`config.mk`:
```
export PLATFORM = sky130hd
export DESIGN_NAME = use_hint_pipe
export DESIGN_NICKNAME = d
export VERILOG_FILES = /design/src/rtl/dilithium_pkg.sv /design/src/rtl/use_hint_lane.sv /design/src/rtl/use_hint_pipe.sv
export SDC_FILE = /design/constraint.sdc
export NUM_CORES = 2
export LEC_CHECK = 0
export ABC_CLOCK_PERIOD_IN_PS = 3100
export CAP_MARGIN = 0
export CORE_MARGIN = 4
export CORE_UTILIZATION = 35
export CTS_BUF_LIST = sky130_fd_sc_hd__clkbuf_4 sky130_fd_sc_hd__clkbuf_8 sky130_fd_sc_hd__clkbuf_16
export CTS_CLUSTER_SIZE = 10
export DETAILED_ROUTE_END_ITERATION = 8
export PLACE_DENSITY = 0.59
export SLEW_MARGIN = 5
export SYNTH_ARGS = -nofsm -noshare
export SYNTH_HDL_FRONTEND = slang
export SYNTH_SLANG_ARGS = --single-unit
```
`constraint.sdc`:
```
create_clock -name clk -period 3.1 [get_ports clk]
set_clock_uncertainty 0.05 [all_clocks]
set_input_delay 0.62 -clock clk [delete_from_list [all_inputs] [get_ports clk]]
set_output_delay 0.62 -clock clk [all_outputs]
set_load 0.005 [all_outputs]
```
`src/rtl/dilithium_pkg.sv`:
```
// Shared ML-DSA constants for the UseHint datapath: modulus, gamma2 variants,
// wrap moduli and the division-free decompose multipliers.
package dilithium_pkg;

    typedef enum logic {
        MODE_32 = 1'b0,
        MODE_88 = 1'b1
    } mode_t;

    localparam int A0W = 24;

    localparam logic [31:0] Q         = 32'd8380417;
    localparam logic [31:0] HALF_Q    = 32'd4190208;
    localparam logic [31:0] GAMMA2_32 = 32'd261888;
    localparam logic [31:0] GAMMA2_88 = 32'd95232;
    localparam logic [31:0] M_32      = 32'd16;
    localparam logic [31:0] M_88      = 32'd44;

    localparam logic [31:0] MUL_32 = 32'd1025;
    localparam int          SH_32  = 22;
    localparam logic [31:0] RND_32 = 32'd1 << (SH_32 - 1);
    localparam logic [31:0] MUL_88 = 32'd11275;
    localparam int          SH_88  = 24;
    localparam logic [31:0] RND_88 = 32'd1 << (SH_88 - 1);

endpackage

```
`src/rtl/use_hint_lane.sv`:
```
// One coefficient of UseHint: fold + decompose on the S1 side, hint adjust on
// the S2 side. The register boundary between the halves lives in the top.
module use_hint_lane
    import dilithium_pkg::*;
#(
    parameter int CW  = 23,
    parameter int A1W = 6
) (
    input  logic [CW-1:0]         a,
    input  mode_t                 mode,
    output logic [A1W-1:0]        a1,
    output logic signed [A0W-1:0] a0,
    input  logic [A1W-1:0]        a1_reg,
    input  logic signed [A0W-1:0] a0_reg,
    input  logic                  hint_reg,
    input  mode_t                 mode_reg,
    output logic [A1W-1:0]        a1_adj
);

    logic [31:0] a_ext;
    logic [31:0] a_fold;
    logic [31:0] f;
    logic [31:0] p32;
    logic [31:0] p88;
    logic [31:0] a1_ext;
    logic [31:0] two_g;
    logic [31:0] a0_w;
    logic [A1W-1:0] m;

    // Inputs never exceed 2^23 < 2q, so a single conditional subtract folds them.
    always_comb begin
        a_ext  = 32'(a);
        a_fold = (a_ext >= Q) ? a_ext - Q : a_ext;
        f      = (a_fold + 32'd127) >> 7;
        p32    = (f * MUL_32 + RND_32) >> SH_32;
        p88    = (f * MUL_88 + RND_88) >> SH_88;
        if (mode == MODE_88) begin
            a1_ext = (p88 > (M_88 - 32'd1)) ? 32'd0 : p88;
            two_g  = GAMMA2_88 << 1;
        end else begin
            a1_ext = p32 & (M_32 - 32'd1);
            two_g  = GAMMA2_32 << 1;
        end
        a0_w = a_fold - a1_ext * two_g;
        if ($signed(a0_w) > $signed(HALF_Q)) begin
            a0_w = a0_w - Q;
        end
        a1 = a1_ext[A1W-1:0];
        a0 = a0_w[A0W-1:0];
    end

    always_comb begin
        m      = (mode_reg == MODE_88) ? M_88[A1W-1:0] : M_32[A1W-1:0];
        a1_adj = a1_reg;
        if (hint_reg) begin
            if (a0_reg > 0) begin
                a1_adj = (a1_reg == m - 1'b1) ? '0 : a1_reg + 1'b1;
            end else begin
                a1_adj = (a1_reg == '0) ? m - 1'b1 : a1_reg - 1'b1;
            end
        end
    end

endmodule

```
`src/rtl/use_hint_pipe.sv`:
```
// Multi-lane pipelined UseHint with per-polynomial hint counting and omega check.
// S1 registers the decomposed coefficients; S2 registers the adjusted outputs.
module use_hint_pipe
    import dilithium_pkg::*;
#(
    parameter int LANES = 4,
    parameter int CW    = 23,
    parameter int A1W   = 6
) (
    input  logic                   clk,
    input  logic                   rst_n,
    input  logic                   mode,
    input  logic [7:0]             omega,
    input  logic                   in_valid,
    output logic                   in_ready,
    input  logic [LANES*CW-1:0]    in_a,
    input  logic [LANES-1:0]       in_hint,
    input  logic                   in_last,
    output logic                   out_valid,
    input  logic                   out_ready,
    output logic [LANES*A1W-1:0]   out_a1,
    output logic                   out_last,
    output logic [7:0]             out_hint_cnt,
    output logic                   out_omega_err
);

    logic       en;
    logic       accept;
    logic       last_beat;
    mode_t      mode_in;
    logic [7:0] acc;
    logic [8:0] pop;
    logic [8:0] acc_sum;
    logic [7:0] acc_next;

    logic [A1W-1:0]        dec_a1 [LANES];
    logic signed [A0W-1:0] dec_a0 [LANES];
    logic [A1W-1:0]        adj_a1 [LANES];

    logic                  s1_valid;
    mode_t                 s1_mode;
    logic [LANES-1:0]      s1_hint;
    logic                  s1_last;
    logic [7:0]            s1_cnt;
    logic                  s1_err;
    logic [A1W-1:0]        s1_a1 [LANES];
    logic signed [A0W-1:0] s1_a0 [LANES];

    assign en        = !out_valid || out_ready;
    assign in_ready  = en;
    assign accept    = in_valid && en;
    assign last_beat = in_valid && in_last;
    assign mode_in   = mode_t'(mode);

    always_comb begin
        pop = '0;
        for (int i = 0; i < LANES; i++) begin
            pop = pop + 9'(in_hint[i]);
        end
        acc_sum  = {1'b0, acc} + pop;
        acc_next = acc_sum[8] ? 8'hFF : acc_sum[7:0];
    end

    for (genvar i = 0; i < LANES; i++) begin : g_lane
        use_hint_lane #(
            .CW  (CW),
            .A1W (A1W)
        ) u_lane (
            .a        (in_a[i*CW +: CW]),
            .mode     (mode_in),
            .a1       (dec_a1[i]),
            .a0       (dec_a0[i]),
            .a1_reg   (s1_a1[i]),
            .a0_reg   (s1_a0[i]),
            .hint_reg (s1_hint[i]),
            .mode_reg (s1_mode),
            .a1_adj   (adj_a1[i])
        );
    end

    // The closing beat of a polynomial carries the total away and restarts the count.
    always_ff @(posedge clk or negedge rst_n) begin
        if (!rst_n) begin
            acc <= '0;
        end else if (accept) begin
            acc <= in_last ? 8'd0 : acc_next;
        end
    end

    always_ff @(posedge clk or negedge rst_n) begin
        if (!rst_n) begin
            s1_valid <= 1'b0;
            s1_mode  <= MODE_32;
            s1_hint  <= '0;
            s1_last  <= 1'b0;
            s1_cnt   <= '0;
            s1_err   <= 1'b0;
            for (int i = 0; i < LANES; i++) begin
                s1_a1[i] <= '0;
                s1_a0[i] <= '0;
            end
        end else if (en) begin
            s1_valid <= in_valid;
            s1_mode  <= mode_in;
            s1_hint  <= in_hint;
            s1_last  <= last_beat;
            s1_cnt   <= last_beat ? acc_next : 8'd0;
            s1_err   <= last_beat && (acc_next > omega);
            for (int i = 0; i < LANES; i++) begin
                s1_a1[i] <= dec_a1[i];
                s1_a0[i] <= dec_a0[i];
            end
        end
    end

    always_ff @(posedge clk or negedge rst_n) begin
        if (!rst_n) begin
            out_valid     <= 1'b0;
            out_a1        <= '0;
            out_last      <= 1'b0;
            out_hint_cnt  <= '0;
            out_omega_err <= 1'b0;
        end else if (en) begin
            out_valid     <= s1_valid;
            out_last      <= s1_valid && s1_last;
            out_hint_cnt  <= (s1_valid && s1_last) ? s1_cnt : 8'd0;
            out_omega_err <= s1_valid && s1_last && s1_err;
            for (int i = 0; i < LANES; i++) begin
                out_a1[i*A1W +: A1W] <= adj_a1[i];
            end
        end
    end

endmodule

```
== Word-level counts from Yosys, hierarchy flattened ==
Cells that the tools add are included.
Word-level totals
  register bits: 179
  input bits: 110
  output and inout port bits: 36
Operators by class
  add/subtract/negate cells: 37
  multiply operators: 12
  order comparisons: 17
  equal/unequal tests: 4
  multiplexer cells: 38
  reductions and logical operators: 11
Operators with widths (number)
  adder 32 x 24 -> 32 bit, second input constant: 4
  adder 32 x 7 -> 32 bit, second input constant: 4
  > comparator 32 x 23 -> 1 bit, second input constant: 4
  multiplier 25 x 14 -> 32 bit, second input constant: 4
  two-way mux 32 bit: 4
  subtractor 32 bit: 4
  adder 26 x 22 -> 26 bit, second input constant: 4
  multiplier 25 x 11 -> 26 bit, second input constant: 4
  two-way mux 6 bit: 17
  > comparator 24 x 1 -> 1 bit, second input constant: 4
  multiplier 32 x 32 -> 32 bit: 3
  two-way mux 24 bit: 4
  two-way mux 8 bit: 12
  subtractor 23 x 23 -> 24 bit, second input constant: 4
  subtractor 24 x 23 -> 24 bit, second input constant: 4
  >= comparator 23 bit, second input constant: 4
  > comparator 8 x 6 -> 1 bit, second input constant: 4
  multiplier 32 x 19 -> 32 bit: 1
  subtractor 6 x 1 -> 6 bit, second input constant: 5
  adder 6 x 1 -> 6 bit, second input constant: 4
  == test 6 bit: 4
  zero test 6 bit: 4
  two-way mux 19 bit: 1
  adder 8 x 4 -> 9 bit: 1
  7 further kinds: 11

== Logic depth before layout (Yosys ltp) ==
  word-level depth: 12
  gate-level depth with buffers: 59
  gate-level depth less buffers: 56

== Cells and area by module ==
A second synthesis with hierarchy kept.
Unflattened totals
  cells, all modules: 5604
  area total of the unflattened synthesis: 48171.2 um^2
By module, submodules not included
  use_hint_lane (g_lane[1].u_lane): times used 1, cells each 1218, area an instance 10417.5 um^2
  use_hint_lane (g_lane[3].u_lane): times used 1, cells each 1182, area an instance 10248.6 um^2
  use_hint_lane (g_lane[0].u_lane): times used 1, cells each 1212, area an instance 10193.5 um^2
  use_hint_lane (g_lane[2].u_lane): times used 1, cells each 1211, area an instance 10188.5 um^2
  use_hint_pipe: times used 1, cells each 781, area an instance 7123.1 um^2

== Least setup slack after synthesis ==
No wires, ideal clock.
  kind: input port to flip-flop
  start point: input in_a[46]
  end point: register s1_a0[45] in the netlist's numbering
  data arrival time: 14805 ps
  setup slack: -11888 ps
  stages: 54
  cell sequence: clkbuf_1 > inv_1 > ha_1 > or4b_1 > clkbuf_1 > nor4_4 > nor2_1 > nand2_1 > xor2_1 > ha_1 > nand3_1 > nand4b_1 > and3_1 > clkbuf_1 > nand4_1 > xnor2_1 > ha_1 > fa_1 > [... 18 more ...] > inv_1 > fa_1 > inv_1 > fa_1 > fa_1 > ha_1 > xnor2_1 > or4_1 > nor4_1 > nand3_1 > nor4bb_1 > nor3b_1 > o21a_1 > clkbuf_1 > buf_1 > nand4b_1 > xnor2_1 > o21ai_0
Between the ends
  word-level cells in the longest chain between the ends: 12
Ends and longest elaborated chain
  start: declaration: RTL line use_hint_pipe.sv:16  | input logic [LANES*CW-1:0] in_a,
  subtractor 23 x 23 -> 24 bit or >= comparator 23 bit (tied branches): RTL line use_hint_lane.sv:33  | a_fold = (a_ext >= Q) ? a_ext - Q : a_ext;
  two-way mux 32 bit *: RTL line use_hint_lane.sv:33
  adder 32 x 7 -> 32 bit: RTL line use_hint_lane.sv:34  | f = (a_fold + 32'd127) >> 7;
  multiplier 25 x 14 -> 32 bit: RTL line use_hint_lane.sv:36  | p88 = (f * MUL_88 + RND_88) >> SH_88;
  adder 32 x 24 -> 32 bit: RTL line use_hint_lane.sv:36
  > comparator 8 x 6 -> 1 bit: RTL line use_hint_lane.sv:38  | a1_ext = (p88 > (M_88 - 32'd1)) ? 32'd0 : p88;
  two-way mux 8 bit: RTL line use_hint_lane.sv:38
  two-way mux 8 bit: RTL line use_hint_lane.sv:37  | if (mode == MODE_88) begin
  multiplier 32 x 32 -> 32 bit: RTL line use_hint_lane.sv:44  | a0_w = a_fold - a1_ext * two_g;
  subtractor 32 bit *: RTL line use_hint_lane.sv:44
  > comparator 32 x 23 -> 1 bit or subtractor 24 x 23 -> 24 bit (tied branches): RTL line use_hint_lane.sv:45, use_hint_lane.sv:46
  two-way mux 24 bit *: RTL line use_hint_lane.sv:45  | if ($signed(a0_w) > $signed(HALF_Q)) begin
  end signal: indexed assignment: RTL line use_hint_pipe.sv:111  | s1_a0[i] <= dec_a0[i];
  end: declaration: RTL line use_hint_pipe.sv:47  | logic signed [A0W-1:0] s1_a0 [LANES];
Every way passes the cells marked *; elsewhere a longest branch is shown, timed or not.
A chain may end at the register's enable or synchronous reset.

==> impl_metrics.json <==
{
  "status": "finished, violations left",
  "violations": "setup timing",
  "worst_path_most_repeated_cell": "fa_1",
  "synthToLayoutAreaGrowth_pct": 40.5,
  "vias": 41900,
  "holdWs_ps": 88.7,
  "fin_util": 0.495,
  "setup_viol": 121,
  "synth_enable_flop_cells": 0,
  "rrSetupSlack_ps": 340,
  "grt_pass1_wl_mm": 222,
  "ys_seq_area_frac": 0.0953,
  "clk_pin_slew_ps": 80,
  "fp.dieW_um": 374,
  "grt_max_degree": 121,
  "vias_per_cell": 4.85,
  "maxSlewViolCount": 0,
  "cp-startpoint": "in_a[47]",
  "postCtsHoldBufs": 0,
  "ctsHtreeMaxLevel": 4,
  "tightest_slew_ps": 733,
  "final_nets": 8469,
  "netlist_area_um2": 47000,
  "die_area_um2": 140000,
  "postSynthAreaPerCell_um2": 8.73,
  "yosys_register_bits": 179,
  "clock_path_buffers": 2,
  "worstSetupEndpointType": "flip-flop",
  "die_y_um": 374,
  "path_buf_inv": 18,
  "cts.sinks": 179,
  "cts_buffers": 17,
  "fin_crit_ps": 13400,
  "r2r-end": "s1_err",
  "layout_commonest_cell": "buf_4",
  "r2r_cells": 12,
  "grt_use_total": 0.191,
  "fin_ws_ps": -10300,
  "critPathKind": "input pin to flip-flop",
  "final_cell_mix": "buf_4, inv_1, ha_1",
  "clk_latency_ps": 490,
  "arrival_ps": 13740,
  "numPortBuffers": 145,
  "ys_warn_count": 0,
  "clockRootBuffer": "clkbuf_16",
  "crit_cells": 61,
  "wirelength_mm": 134,
  "async_flop_share": 1.00,
  "routabilityCongestion": 0.913,
  "antenna_found_initial": 5,
  "rows": 134,
  "drc": 0,
  "ys.flop_type": "dfrtp_1",
  "firstDrtPassIters": 5,
  "drive_above_1_share": 0.306,
  "slew_headroom": 0.511,
  "crit_path_top_delay_cell": "fa_1",
  "ios": 146,
  "drt_iter0_drc": 1746,
  "final-hold-violation-count": 0,
  "worstReg2RegStart": "acc[0]",
  "wl_per_cell_um": 15.5,
  "crit_path_start_kind": "input pin",
  "worst_ep_required_time_ps": 3430,
  "layout_worst_path_cycle_share": 4.32,
  "rsz0062_at_grt": "true",
  "hold_class": "input pin to async pin",
  "ant_nets": 0,
  "fp.coreArea_um2": 133000,
  "critPathTopFamily": "adder cells",
  "synth.distinct_cells": 106,
  "overflow": 0,
  "syn_inst": 5381,
  "timing.fmax_ghz": 0.0746,
  "initial_utilization": 0.352,
  "grt_pass1_vias": 44000,
  "tritoncts": "built",
  "maxCapViolations": 0,
  "detailed_place_hpwl_mm": 115,
  "crit_path_end": "s1_a0[40]",
  "fill_cells": 12600,
  "crit_path_max_incr_delay_ps": 540,
  "cp_max_fo": 5
}
[timing repair]
item                                    in CTS  in global routing
setup buffers                               81                 67
cloned                                       2                  0
pin swaps                                  248                300
resized for setup                          372                316
endpoints found under the setup margin     121                121
[worst register-to-register path, stage by stage (launching register included)]
cell and delay [ps]:
dfrtp_1 400, fa_1 420, inv_1 80, fa_2 430
nand2_2 110, ha_1 240, nor2b_1 130, o21a_1 150
o21ai_0 150, nand2b_1 80, a21oi_1 130, o21ai_0 100
a22o_1 190
[how the worst min path moves through the flow]
stage	end	slack, ps	from
global placement	s1_a0[37]	400	s1_a0[37]
CTS	out_hint_cnt[6]	80	rst_n
detailed placement	s1_a0[37]	410	s1_a0[37]
global route	out_hint_cnt[6]	100	rst_n
finish	out_hint_cnt[6]	90	rst_n
floorplan	acc[0]	270	rst_n
[cell type report]
| class | count | area (um2) | share of cell area |
|---|---|---|---|
| Antenna cell | 2 | 5.00 | 0.0000758 |
| Timing Repair Buffer | 1516 | 12200 | 0.184 |
| Tap cell | 1768 | 2210 | 0.0335 |
| Sequential cell | 179 | 4480 | 0.0678 |
| Inverter | 1112 | 4210 | 0.0637 |
| Clock buffer | 17 | 425 | 0.00644 |
| Multi-Input combinational cell | 4033 | 42300 | 0.641 |
| Clock inverter | 15 | 225 | 0.00341 |
[state kept, by name, summed over array words and instances (netlist names)]
name / cells
s1_mode: 1
s1_valid: 1
s1_a0: 96
acc: 8
out_last: 1
out_valid: 1
out_hint_cnt: 8
s1_hint: 4
s1_cnt: 8
s1_last: 1
out_a1: 24
out_omega_err: 1
s1_err: 1
s1_a1: 24
[cells in the mapped netlist (36+ instances only)]
library cell | number | share of area
and3_1 | 48 | 0.0064
nand4_1 | 66 | 0.0088
a21o_1 | 58 | 0.0093
nor2_1 | 290 | 0.023
a31oi_1 | 42 | 0.0056
nor3_1 | 112 | 0.012
ha_1 | 1009 | 0.27
nor4_1 | 60 | 0.0080
o21ai_0 | 166 | 0.018
o21a_1 | 38 | 0.0061
fa_1 | 491 | 0.21
clkbuf_1 | 111 | 0.0089
inv_1 | 1109 | 0.089
xnor2_1 | 210 | 0.039
a21oi_1 | 202 | 0.022
xor2_1 | 102 | 0.019
nand2b_1 | 36 | 0.0048
or3_1 | 51 | 0.0068
nor2b_1 | 36 | 0.0048
nand3_1 | 111 | 0.012
dfrtp_1 | 179 | 0.095
and2_1 | 40 | 0.0053
nand2_1 | 310 | 0.025
[metrics by stage]
| step | TNS [ps] | setup WS [ps] | area (um2) | instances |
|---|---|---|---|---|
| after floorplan | -1076360 | -10490 | 49000 | 5455 |
| after global placement | -1201270 | -11270 | 61300 | 8462 |
| after detailed placement | -1215030 | -11440 | 61300 | 8462 |
| after CTS | -1086240 | -10290 | 64000 | 8575 |
| after global routing | -1128980 | -10890 | 66000 | 8640 |
| final | -1074260 | -10300 | 66000 | 8642 |
[routing by layer]
| metal | GRT usage | part of all wire | up-vias |
|---|---|---|---|
| met5 | 0 | 0 | - |
| met4 | 0.0329 | 0.017 | 0 |
| met3 | 0.0156 | 0.026 | 124 |
| met2 | 0.338 | 0.49 | 511 |
| met1 | 0.257 | 0.46 | 20300 |
| li1 | - | - | 21000 |
[kinds of logic after synthesis]
logic type	count (synthesis)	share of synthesized area
buffers and inverters	1243	0.0999
and+or+nand+nor	1306	0.144
muxes	43	0.00988
DFF	179	0.0953
xor gates and xnor gates	317	0.0604
other	2	0.000160
AOI/OAI and AO/OA	791	0.113
adders and majority gates	1500	0.478
Power is not shown: default switching activity piles up to over one toggle a cycle in this logic, so the estimate is an artifact.
